[config.mk]
export PLATFORM = sky130hd
export DESIGN_NAME = acc_sequencer_flat
export DESIGN_NICKNAME = d
export VERILOG_FILES = /design/src/rtl/acc_seq_pkg.sv /design/src/rtl/acc_seq_if.sv /design/src/rtl/acc_seq_fifo.sv /design/src/rtl/acc_sequencer.sv /design/src/flat_wrapper.sv
export SDC_FILE = /design/constraint.sdc
export NUM_CORES = 1
export LEC_CHECK = 0
export BUFFER_PORTS_ARGS = -buffer_cell sky130_fd_sc_hd__buf_2
export CAP_MARGIN = 40
export CORE_MARGIN = 2
export CORE_UTILIZATION = 40
export DETAILED_ROUTE_END_ITERATION = 10
export SYNTH_ARGS = -nofsm -noshare
export SYNTH_HDL_FRONTEND = slang
export SYNTH_SLANG_ARGS = --single-unit
[constraint.sdc]
create_clock -name clk -period 1.9 [get_ports clk]
set_input_delay 0.19 -clock clk [delete_from_list [all_inputs] [get_ports clk]]
set_output_delay 0.19 -clock clk [all_outputs]
set_load 0.1 [all_outputs]
[src/rtl/acc_seq_pkg.sv]
// Shared definitions for the accumulator batch sequencer: FSM state
// encoding, default geometry and the buffer count width.
package acc_seq_pkg;

  localparam int DEF_WIDTH = 8;
  localparam int DEF_DEPTH = 4;

  // Count must reach DEPTH itself, hence one bit more than the pointer width.
  function automatic int cnt_width(input int depth);
    return $clog2(depth) + 1;
  endfunction

  localparam int DEF_CNT_W = cnt_width(DEF_DEPTH);

  typedef enum logic [2:0] {
    IDLE  = 3'd0,
    CLEAR = 3'd1,
    FEED  = 3'd2,
    WAIT  = 3'd3,
    DONE  = 3'd4
  } state_e;

endpackage

[src/rtl/acc_seq_if.sv]
// Bus between the sequencer (master) and the 8-bit accumulator (slave).
interface acc_seq_if import acc_seq_pkg::*; #(
  parameter int WIDTH = DEF_WIDTH
);

  logic             acc_clr;
  logic             acc_en;
  logic [WIDTH-1:0] acc_operand;
  logic [WIDTH-1:0] acc_sum;
  logic             acc_overflow;
  logic             acc_carry;

  modport master (
    output acc_clr, acc_en, acc_operand,
    input  acc_sum, acc_overflow, acc_carry
  );

  modport slave (
    input  acc_clr, acc_en, acc_operand,
    output acc_sum, acc_overflow, acc_carry
  );

endinterface

[src/rtl/acc_seq_fifo.sv]
// Operand buffer: small synchronous FIFO with wrap-around pointers, a
// flush that discards everything, and an occupancy count.
module acc_seq_fifo import acc_seq_pkg::*; #(
  parameter int WIDTH = DEF_WIDTH,
  parameter int DEPTH = DEF_DEPTH
) (
  input  logic                   clk,
  input  logic                   rst,
  input  logic                   push_i,
  input  logic [WIDTH-1:0]       push_data_i,
  input  logic                   pop_i,
  input  logic                   flush_i,
  output logic [WIDTH-1:0]       head_o,
  output logic [$clog2(DEPTH):0] count_o,
  output logic                   full_o
);

  localparam int PtrW = $clog2(DEPTH);
  localparam int CntW = PtrW + 1;

  logic [WIDTH-1:0] mem_q [DEPTH];
  logic [PtrW-1:0]  wr_ptr_q, wr_ptr_d;
  logic [PtrW-1:0]  rd_ptr_q, rd_ptr_d;
  logic [CntW-1:0]  count_q, count_d;
  logic             push_ok;
  logic             pop_ok;

  assign full_o  = (count_q == CntW'(DEPTH));
  assign push_ok = push_i && !full_o;
  assign pop_ok  = pop_i && (count_q != '0);
  assign head_o  = mem_q[rd_ptr_q];
  assign count_o = count_q;

  // Pointer and count update; a flush wins over any push or pop that cycle.
  always_comb begin
    wr_ptr_d = wr_ptr_q;
    rd_ptr_d = rd_ptr_q;
    count_d  = count_q;
    if (flush_i) begin
      rd_ptr_d = wr_ptr_q;
      count_d  = '0;
    end else begin
      if (push_ok) wr_ptr_d = wr_ptr_q + PtrW'(1);
      if (pop_ok)  rd_ptr_d = rd_ptr_q + PtrW'(1);
      if (push_ok && !pop_ok)      count_d = count_q + CntW'(1);
      else if (!push_ok && pop_ok) count_d = count_q - CntW'(1);
    end
  end

  // Pointer and count registers, cleared by reset so the buffer starts empty.
  always_ff @(posedge clk or negedge rst) begin
    if (!rst) begin
      wr_ptr_q <= '0;
      rd_ptr_q <= '0;
      count_q  <= '0;
    end else begin
      wr_ptr_q <= wr_ptr_d;
      rd_ptr_q <= rd_ptr_d;
      count_q  <= count_d;
    end
  end

  // Storage array; contents are only meaningful between the pointers.
  always_ff @(posedge clk) begin
    if (push_ok && !flush_i) mem_q[wr_ptr_q] <= push_data_i;
  end

endmodule

[src/rtl/acc_sequencer.sv]
// Batch controller for the accumulator: buffers operands while idle, then on
// start clears the accumulator, feeds one operand per cycle, captures the sum
// with sticky overflow/carry flags and pulses done.
// Optional macro ACC_SEQ_HALT_ON_OVF_EN: stop feeding and flush the buffer as
// soon as a step reports signed overflow.
module acc_sequencer import acc_seq_pkg::*; #(
  parameter int WIDTH = DEF_WIDTH,
  parameter int DEPTH = DEF_DEPTH
) (
  input  logic                        clk,
  input  logic                        rst,
  input  logic                        push,
  input  logic [WIDTH-1:0]            push_data,
  output logic                        full,
  output logic [cnt_width(DEPTH)-1:0] count,
  input  logic                        start,
  output logic                        busy,
  output logic                        done,
  output logic [WIDTH-1:0]            result,
  output logic                        ovf_flag,
  output logic                        carry_flag,
  acc_seq_if.master                   acc
);

  localparam int CntW = cnt_width(DEPTH);

`ifdef ACC_SEQ_HALT_ON_OVF_EN
  localparam bit HaltOnOvf = 1'b1;
`else
  localparam bit HaltOnOvf = 1'b0;
`endif

  state_e           state_q, state_d;
  logic [WIDTH-1:0] fifo_head;
  logic             push_req;
  logic             pop;
  logic             flush;
  logic             halt;
  logic             clr_d, en_d;
  logic [WIDTH-1:0] operand_d;
  logic             en_prev_q;
  logic [WIDTH-1:0] result_q;
  logic             ovf_q, carry_q;

  assign push_req = push && (state_q == IDLE) && !start;
  assign halt     = HaltOnOvf && (state_q == FEED) && en_prev_q && acc.acc_overflow;

  acc_seq_fifo #(.WIDTH(WIDTH), .DEPTH(DEPTH)) u_fifo (
    .clk         (clk),
    .rst         (rst),
    .push_i      (push_req),
    .push_data_i (push_data),
    .pop_i       (pop),
    .flush_i     (flush),
    .head_o      (fifo_head),
    .count_o     (count),
    .full_o      (full)
  );

  // State register.
  always_ff @(posedge clk or negedge rst) begin
    if (!rst) state_q <= IDLE;
    else      state_q <= state_d;
  end

  // Next-state logic: leave FEED on the last pop, or early on a halt.
  always_comb begin
    state_d = state_q;
    case (state_q)
      IDLE:    if (start && (count != '0)) state_d = CLEAR;
      CLEAR:   state_d = FEED;
      FEED:    if (halt || (count == CntW'(1))) state_d = WAIT;
      WAIT:    state_d = DONE;
      DONE:    state_d = IDLE;
      default: state_d = IDLE;
    endcase
  end

  // Output decode; operand is forced to zero outside FEED.
  always_comb begin
    clr_d     = 1'b0;
    en_d      = 1'b0;
    operand_d = '0;
    pop       = 1'b0;
    flush     = 1'b0;
    busy      = (state_q != IDLE);
    done      = (state_q == DONE);
    case (state_q)
      CLEAR: clr_d = 1'b1;
      FEED: begin
        operand_d = fifo_head;
        if (halt) begin
          flush = 1'b1;
        end else begin
          en_d = 1'b1;
          pop  = 1'b1;
        end
      end
      default: ;
    endcase
  end

  // Result capture and sticky flags, sampled on the cycle after each add.
  always_ff @(posedge clk or negedge rst) begin
    if (!rst) begin
      en_prev_q <= 1'b0;
      result_q  <= '0;
      ovf_q     <= 1'b0;
      carry_q   <= 1'b0;
    end else begin
      en_prev_q <= en_d;
      if (state_q == CLEAR) begin
        ovf_q   <= 1'b0;
        carry_q <= 1'b0;
      end else if (en_prev_q) begin
        ovf_q   <= ovf_q | acc.acc_overflow;
        carry_q <= carry_q | acc.acc_carry;
      end
      if (state_q == WAIT) result_q <= acc.acc_sum;
    end
  end

  assign acc.acc_clr     = clr_d;
  assign acc.acc_en      = en_d;
  assign acc.acc_operand = operand_d;
  assign result          = result_q;
  assign ovf_flag        = ovf_q;
  assign carry_flag      = carry_q;

endmodule

[src/flat_wrapper.sv]
// flat-port wrapper written by rule: the top's interface ports become plain ports
module acc_sequencer_flat import acc_seq_pkg::*;
#(
  parameter int WIDTH = DEF_WIDTH,
  parameter int DEPTH = DEF_DEPTH
)
  (clk, rst, push, push_data, full, count, start, busy, done, result, ovf_flag, carry_flag, acc_acc_clr, acc_acc_en, acc_acc_operand, acc_acc_sum, acc_acc_overflow, acc_acc_carry);
  acc_seq_if #(.WIDTH(WIDTH)) acc_i ();
  input  logic clk;
  input  logic rst;
  input  logic push;
  input  logic [WIDTH-1:0] push_data;
  output logic full;
  output logic [cnt_width(DEPTH)-1:0] count;
  input  logic start;
  output logic busy;
  output logic done;
  output logic [WIDTH-1:0] result;
  output logic ovf_flag;
  output logic carry_flag;
  output wire logic [$bits(acc_i.acc_clr)-1:0] acc_acc_clr;
  output wire logic [$bits(acc_i.acc_en)-1:0] acc_acc_en;
  output wire logic [$bits(acc_i.acc_operand)-1:0] acc_acc_operand;
  input wire logic [$bits(acc_i.acc_sum)-1:0] acc_acc_sum;
  input wire logic [$bits(acc_i.acc_overflow)-1:0] acc_acc_overflow;
  input wire logic [$bits(acc_i.acc_carry)-1:0] acc_acc_carry;
  assign acc_acc_clr = acc_i.acc_clr;
  assign acc_acc_en = acc_i.acc_en;
  assign acc_acc_operand = acc_i.acc_operand;
  assign acc_i.acc_sum = acc_acc_sum;
  assign acc_i.acc_overflow = acc_acc_overflow;
  assign acc_i.acc_carry = acc_acc_carry;
  acc_sequencer #(.WIDTH(WIDTH), .DEPTH(DEPTH)) u_core (.clk(clk), .rst(rst), .push(push), .push_data(push_data), .full(full), .count(count), .start(start), .busy(busy), .done(done), .result(result), .ovf_flag(ovf_flag), .carry_flag(carry_flag), .acc(acc_i));
endmodule
-- Word-level counts from Yosys, hierarchy flattened
Memories as Yosys holds them, arrays and structs flattened.
Cells that the tools add are included.
- output and inout port bits: 26
- memory bits (writable): 32
- flip-flop bits (word level): 21
- memories kept: 1
- bits of input ports: 22
- logic and storage cells: 54
- bitwise logic cells: 2
- mux-type cells: 14
- equality and inequality tests: 8
- add/sub/neg operators: 4
- reductions and logical operators: 17
- memory list (memory ; words ; bits a word ; read ports ; clocked after Yosys merged registers in ; write ports ; RTL line ; text):
    u_core.u_fifo.mem_q ; 4 ; 8 ; 1 ; 0 ; 1 ; acc_seq_fifo.sv:21 ; logic [WIDTH-1:0] mem_q [DEPTH];
- operators by type and width (operator ; number):
    $mux W3 ; 4
    $pmux W3 S4 ; 1
    $mux W1 ; 8
    $mux W8 ; 1
    $logic_and A1 B1 Y1 ; 7
    $eq A3 B1 Y1 const B ; 2
    $eq A3 B2 Y1 const B ; 2
    $eq A3 B3 Y1 const B ; 2
    $reduce_bool A3 Y1 ; 2
    $add A2 B1 Y2 const B ; 2
    $logic_not A1 Y1 ; 4
    $reduce_bool A2 Y1 ; 2
    $add A3 B1 Y3 const B ; 1
    $logic_not A3 Y1 ; 1
    $sub A3 B1 Y3 const B ; 1
    $ne A2 B1 Y1 const B ; 1
    $ne A2 B2 Y1 const B ; 1
    $or A1 B1 Y1 ; 2
    $reduce_and A2 Y1 ; 1

-- Logic depth before layout (Yosys ltp)
- word-level depth: 8
- mapped depth: 8
- gate-level depth less buffers: 8

-- By module
From an unflattened synthesis, not the netlist that was laid out.
- cell total of the unflattened synthesis: 149
- area, all modules: 2347.3 µm²
- modules (own cells, without submodules) (module ; times used ; area an instance (µm²) ; cells each):
    acc_seq_fifo ; 1 ; 1724.2 ; 101
    acc_sequencer ; 1 ; 623.1 ; 48

-- Worst setup path after synthesis
No wires, ideal clock.
- path kind: register to register
- from: reg u_core.state_q[2]
- to: reg u_core.state_q[1]
- clock period less this slack: 3189 ps
- required time: 1822 ps
- path buffers: 0
- setup time: 78 ps
- setup slack: -1289 ps
- arrival: 3111 ps
- stages on the path, launching flop included: 3
- path through: dfrtp_1 -> nor3b_1 -> or2_2
- cells in the longest elaborated chain, start to end: 3
- elaborated cells between the ends (all ways): 8
- classes of those cells: eq/ne: 5; mux: 1; reduce/logical: 2
- ends and longest elaborated chain (element ; RTL line ; text):
    start: declaration ; acc_sequencer.sv:33 ; state_e state_q, state_d;
    start signal: assignment ; acc_sequencer.sv:63 ; else state_q <= state_d;
    $eq A3 B2 Y1 / $logic_not A3 Y1 (equally long branches) ; acc_sequencer.sv:69 ; case (state_q)
    $ne A2 B1 Y1 (no source line) / $ne A2 B2 Y1 (equally long branches) ; - ;
    $reduce_and A2 Y1 (no source line) ; - ;
Several ways; a longest one is shown, not always the timed one.
A chain may end at the register's enable or synchronous reset.

-- Final worst setup path
- from: reg u_core.u_fifo.rd_ptr_q[0]
- to: out acc_acc_operand[5]
- cells in the longest elaborated chain, start to end: 2
- ends and longest elaborated chain (element ; RTL line ; text):
    start: declaration ; acc_seq_fifo.sv:23 ; logic [PtrW-1:0] rd_ptr_q, rd_ptr_d;
    start signal: assignment ; acc_seq_fifo.sv:58 ; rd_ptr_q <= rd_ptr_d;
    $mem_v2 Z4 W8 ; - ;
    $mux W8 ; acc_sequencer.sv:88 ; case (state_q)
    end: declaration ; flat_wrapper.sv:23 ; output wire logic [$bits(acc_i.acc_operand)-1:0] acc_acc_operand;
No other way between the ends.

==> summary.md <==
| Metric | Value |
|---|---|
| Dpl hpwl | `3012 um` |
| Fin crit period | `1.869 ns` |
| DRC viols | `0` |
| Area of the multi-input gates | `759.5 um^2` |
| Port bufs | `47` |
| Num Clock Sinks | `53` |
| First-pass GRT wire length | `about 7000 um` |
| Post-synthesis compound-gate area fraction | `slightly above 1%` |
| Cell area after layout | `0.002965 mm^2` |
| Initial antenna violation count | `0` |
| XOR/XNOR share of the synthesized area | `~2.4%` |
| Min-delay worst type | `primary input to flop` |
| Status | `complete, no violations` |
| Data arrival time of the critical path | `1.68 ns` |
| Worst Setup Start Kind | `flop` |
| Highest clock rate | `about 540 MHz` |
| First-pass DRT Iterations | `4` |
| CTS tree | `yes` |
| Endpoints failing hold | `0` |
| Final #Nets | `222` |
| Reg area | `0.001496 mm^2` |
| Root Buffer | `clkbuf_8` |
| Routed len/inst | `roughly 16 um` |
| Main combinational cell family by area after synthesis | `multiplexers` |
| Die ar. | `0.006105 mm^2` |
| Synth unique cells | `25` |
| Share of cells above drive strength 1 | `between 50% and 60%` |
| Relative slew margins | `66.75%` |
| Final period utilization | `98.37%` |
| Syn. warnings | `0` |
| Final Wtd Congestion | `0.8385` |
| Crit Path Category | `flop to output pin` |
| Max cap viols | `0` |
| Fill count | `roughly 440` |
| Synth Area per Inst | `around 17 um^2` |
| Post-synth ARST share | `39.62%` |
| Setup Skew | `0.003888 ns` |
| Post-route ant nets | `0` |
| Placed cell areas | `0.002781 mm^2` |
| Largest buffer count on any clock path | `2` |
| CTS Buf Count | `5` |
| DR vias | `1,274` |
| WP data required | `1.71 ns` |
| Total track usage | `15.07%` |
| Antenna Diode Count | `0` |
| Num rows | `26` |
| Area leader, netlist | `edfxtp_1` |
| Routed vias/inst | `4.863` |
| Area contributors post-synth | `edfxtp_1, dfrtp_1, mux4_2` |
| Reg clk slew, reported paths | `0.09 ns` |
| EDFF count, synth | `32` |
| GRT Residual Overflow | `0` |
| Chip width | `78.14 um` |
| Share of the synthesized area in the top cell type | `43.71%` |
| Final setup violation count | `0` |
| Die height | `78.14 um` |
| Largest net degree at the start of global routing | `22` |
| Synth Register Bits | `53` |
| Sequential fraction of the synthesis area | `67.62%` |
| Final Worst Setup Slack | `about 0.031 ns` |
| Crit end category | `output pin` |
| Synth Flop Type | `edfxtp_1` |
| Core region area | `0.005205 mm^2` |
| Worst-Skew Late Latency | `approximately 0.3 ns` |
| DP Worst Slack | `0.03699 ns` |
| Vias in the first global route | `1,375` |
| RSZ-0062 raised after global routing | `yes` |
| Area grow syn2layout | `34.89%` |
| Fin. max-slew vios | `0` |
| Mapped Cells | `127` |
| Iter 0 DRT Violations | `44` |
| Mux cell area share after synthesis | `13.43%` |
| Synth Cell Area | `between 0.002 and 0.0025 mm^2` |
| Final WL | `4250 um` |
| Initial Util | `between 40% and 50%` |
| H-tree levels | `2` |
| Simple-gate portion of the synthesized area | `8.993%` |
| Worst-Margin Slew | `0.5023 ns` |
| Synth Area in Adders | `5.122%` |
| Num ports | `48` |
| Mapped Nets | `158` |
| Crit path max fanout | `5` |
[stage by stage]
| stage | utilization, % | std cells | hold WS [ns] | TNS [ns] |
|---|---|---|---|---|
| global route | 56.97 | 262 | 0.08549 | -0.8696 |
| global placement | 53.44 | 248 | 0.1583 | 0 |
| finish | 56.97 | 262 | 0.1002 | 0 |
| detailed placement | 53.44 | 248 | 0.1759 | 0 |
| CTS | 56.49 | 261 | 0.09109 | -0.01995 |
| floorplan | - | 127 | -0.1056 | -10.16 |
[repair_timing]
| action | CTS | global route |
|---|---|---|
| cloned | 2 | 0 |
| hold endpoints to repair | 21 | 0 |
| setup buffers | 2 | 1 |
| setup endpoints to repair | 8 | 43 |
| hold buffers | 1 | 0 |
| pin swaps | 5 | 7 |
| gates resized for setup | 13 | 6 |
[cells by family after synthesis]
family,count (synthesis)
and+or+nand+nor,29
muxes,18
buffers and inverters,8
adders and majority gates,9
xor gates and xnor gates,6
AOI/OAI and AO/OA,4
DFF,53
[registers in the layout, summed over array words and instances, names as in the netlist]
signal and cells:
u_core.carry_flag 1, u_core.u_fifo.rd_ptr_q 2, u_core.en_prev_q 1, u_core.state_q 3, u_core.u_fifo.count_o 3, u_core.ovf_flag 1, u_core.u_fifo.mem_q 32, u_core.u_fifo.wr_ptr_q 2
u_core.result 8
[critical path: stages (launching register included)]
cell     delay (ns)
dfrtp_2        0.42
buf_12         0.13
mux4_2         0.50
and2_4         0.16
buf_12         0.16
[final cells by class]
cell class,instances,area share (%)
Sequential cell,53,50.46
Multi-Input combinational cell,66,25.61
Timing Repair Buffer,60,17.34
Tap cell,70,2.954
Clock buffer,7,2.574
Inverter,5,0.8017
Clock inverter,1,0.2532
[metal layers]
| layer | wire length (um) | up-vias | track usage (%) |
|---|---|---|---|
| met5 | 0 | - | 0 |
| met4 | 46 | 0 | 5.263 |
| met3 | 168 | 6 | 4.138 |
| met2 | 2249 | 23 | 26.21 |
| met1 | 1785 | 650 | 18.04 |
| li1 | - | 595 | - |
[cell usage in the layout (no fill, tap or decap), types with 2 or more instances in the layout]
master and n:
clkbuf_8 5, xor2_1 2, dfrtp_1 17, a21oi_1 2
nor3b_2 2, buf_4 7, mux2_2 8, ha_1 7
xnor2_1 4, mux4_2 8, dfrtp_4 2, nand3b_1 3
inv_1 3, clkbuf_1 2, nor2_1 3, edfxtp_1 32
buf_12 10, buf_2 37, and2_4 13, ha_4 2
nand2_1 2, dfrtp_2 2, buf_6 3, inv_4 2
[Yosys cell counts, types with 2 or more instances]
cell / count
mux4_2: 8
a21oi_1: 2
xnor2_1: 4
mux2_2: 8
nor3b_1: 3
inv_1: 5
nand3b_1: 3
and2_1: 13
nand2_1: 2
dfrtp_1: 21
clkbuf_1: 2
nor2_1: 3
xor2_1: 2
edfxtp_1: 32
ha_1: 9
[final timing paths]
path	from	end	slack, ns	cells after the start
max reg2reg	u_core.state_q[2]	u_core.u_fifo.count_o[2]	0.04	6
min in group asynchronous	rst	u_core.result[5]	0.39	2
min	push_data[7]	u_core.u_fifo.mem_q[2][7]	0.10	1
max in group asynchronous	rst	u_core.u_fifo.count_o[1]	1.15	2
min reg2reg	u_core.ovf_flag	u_core.ovf_flag	0.50	2
max	u_core.u_fifo.rd_ptr_q[0]	acc_acc_operand[5]	0.03	4
Power is not shown: default switching activity piles up to over one toggle a cycle in this logic, so the estimate is an artifact.
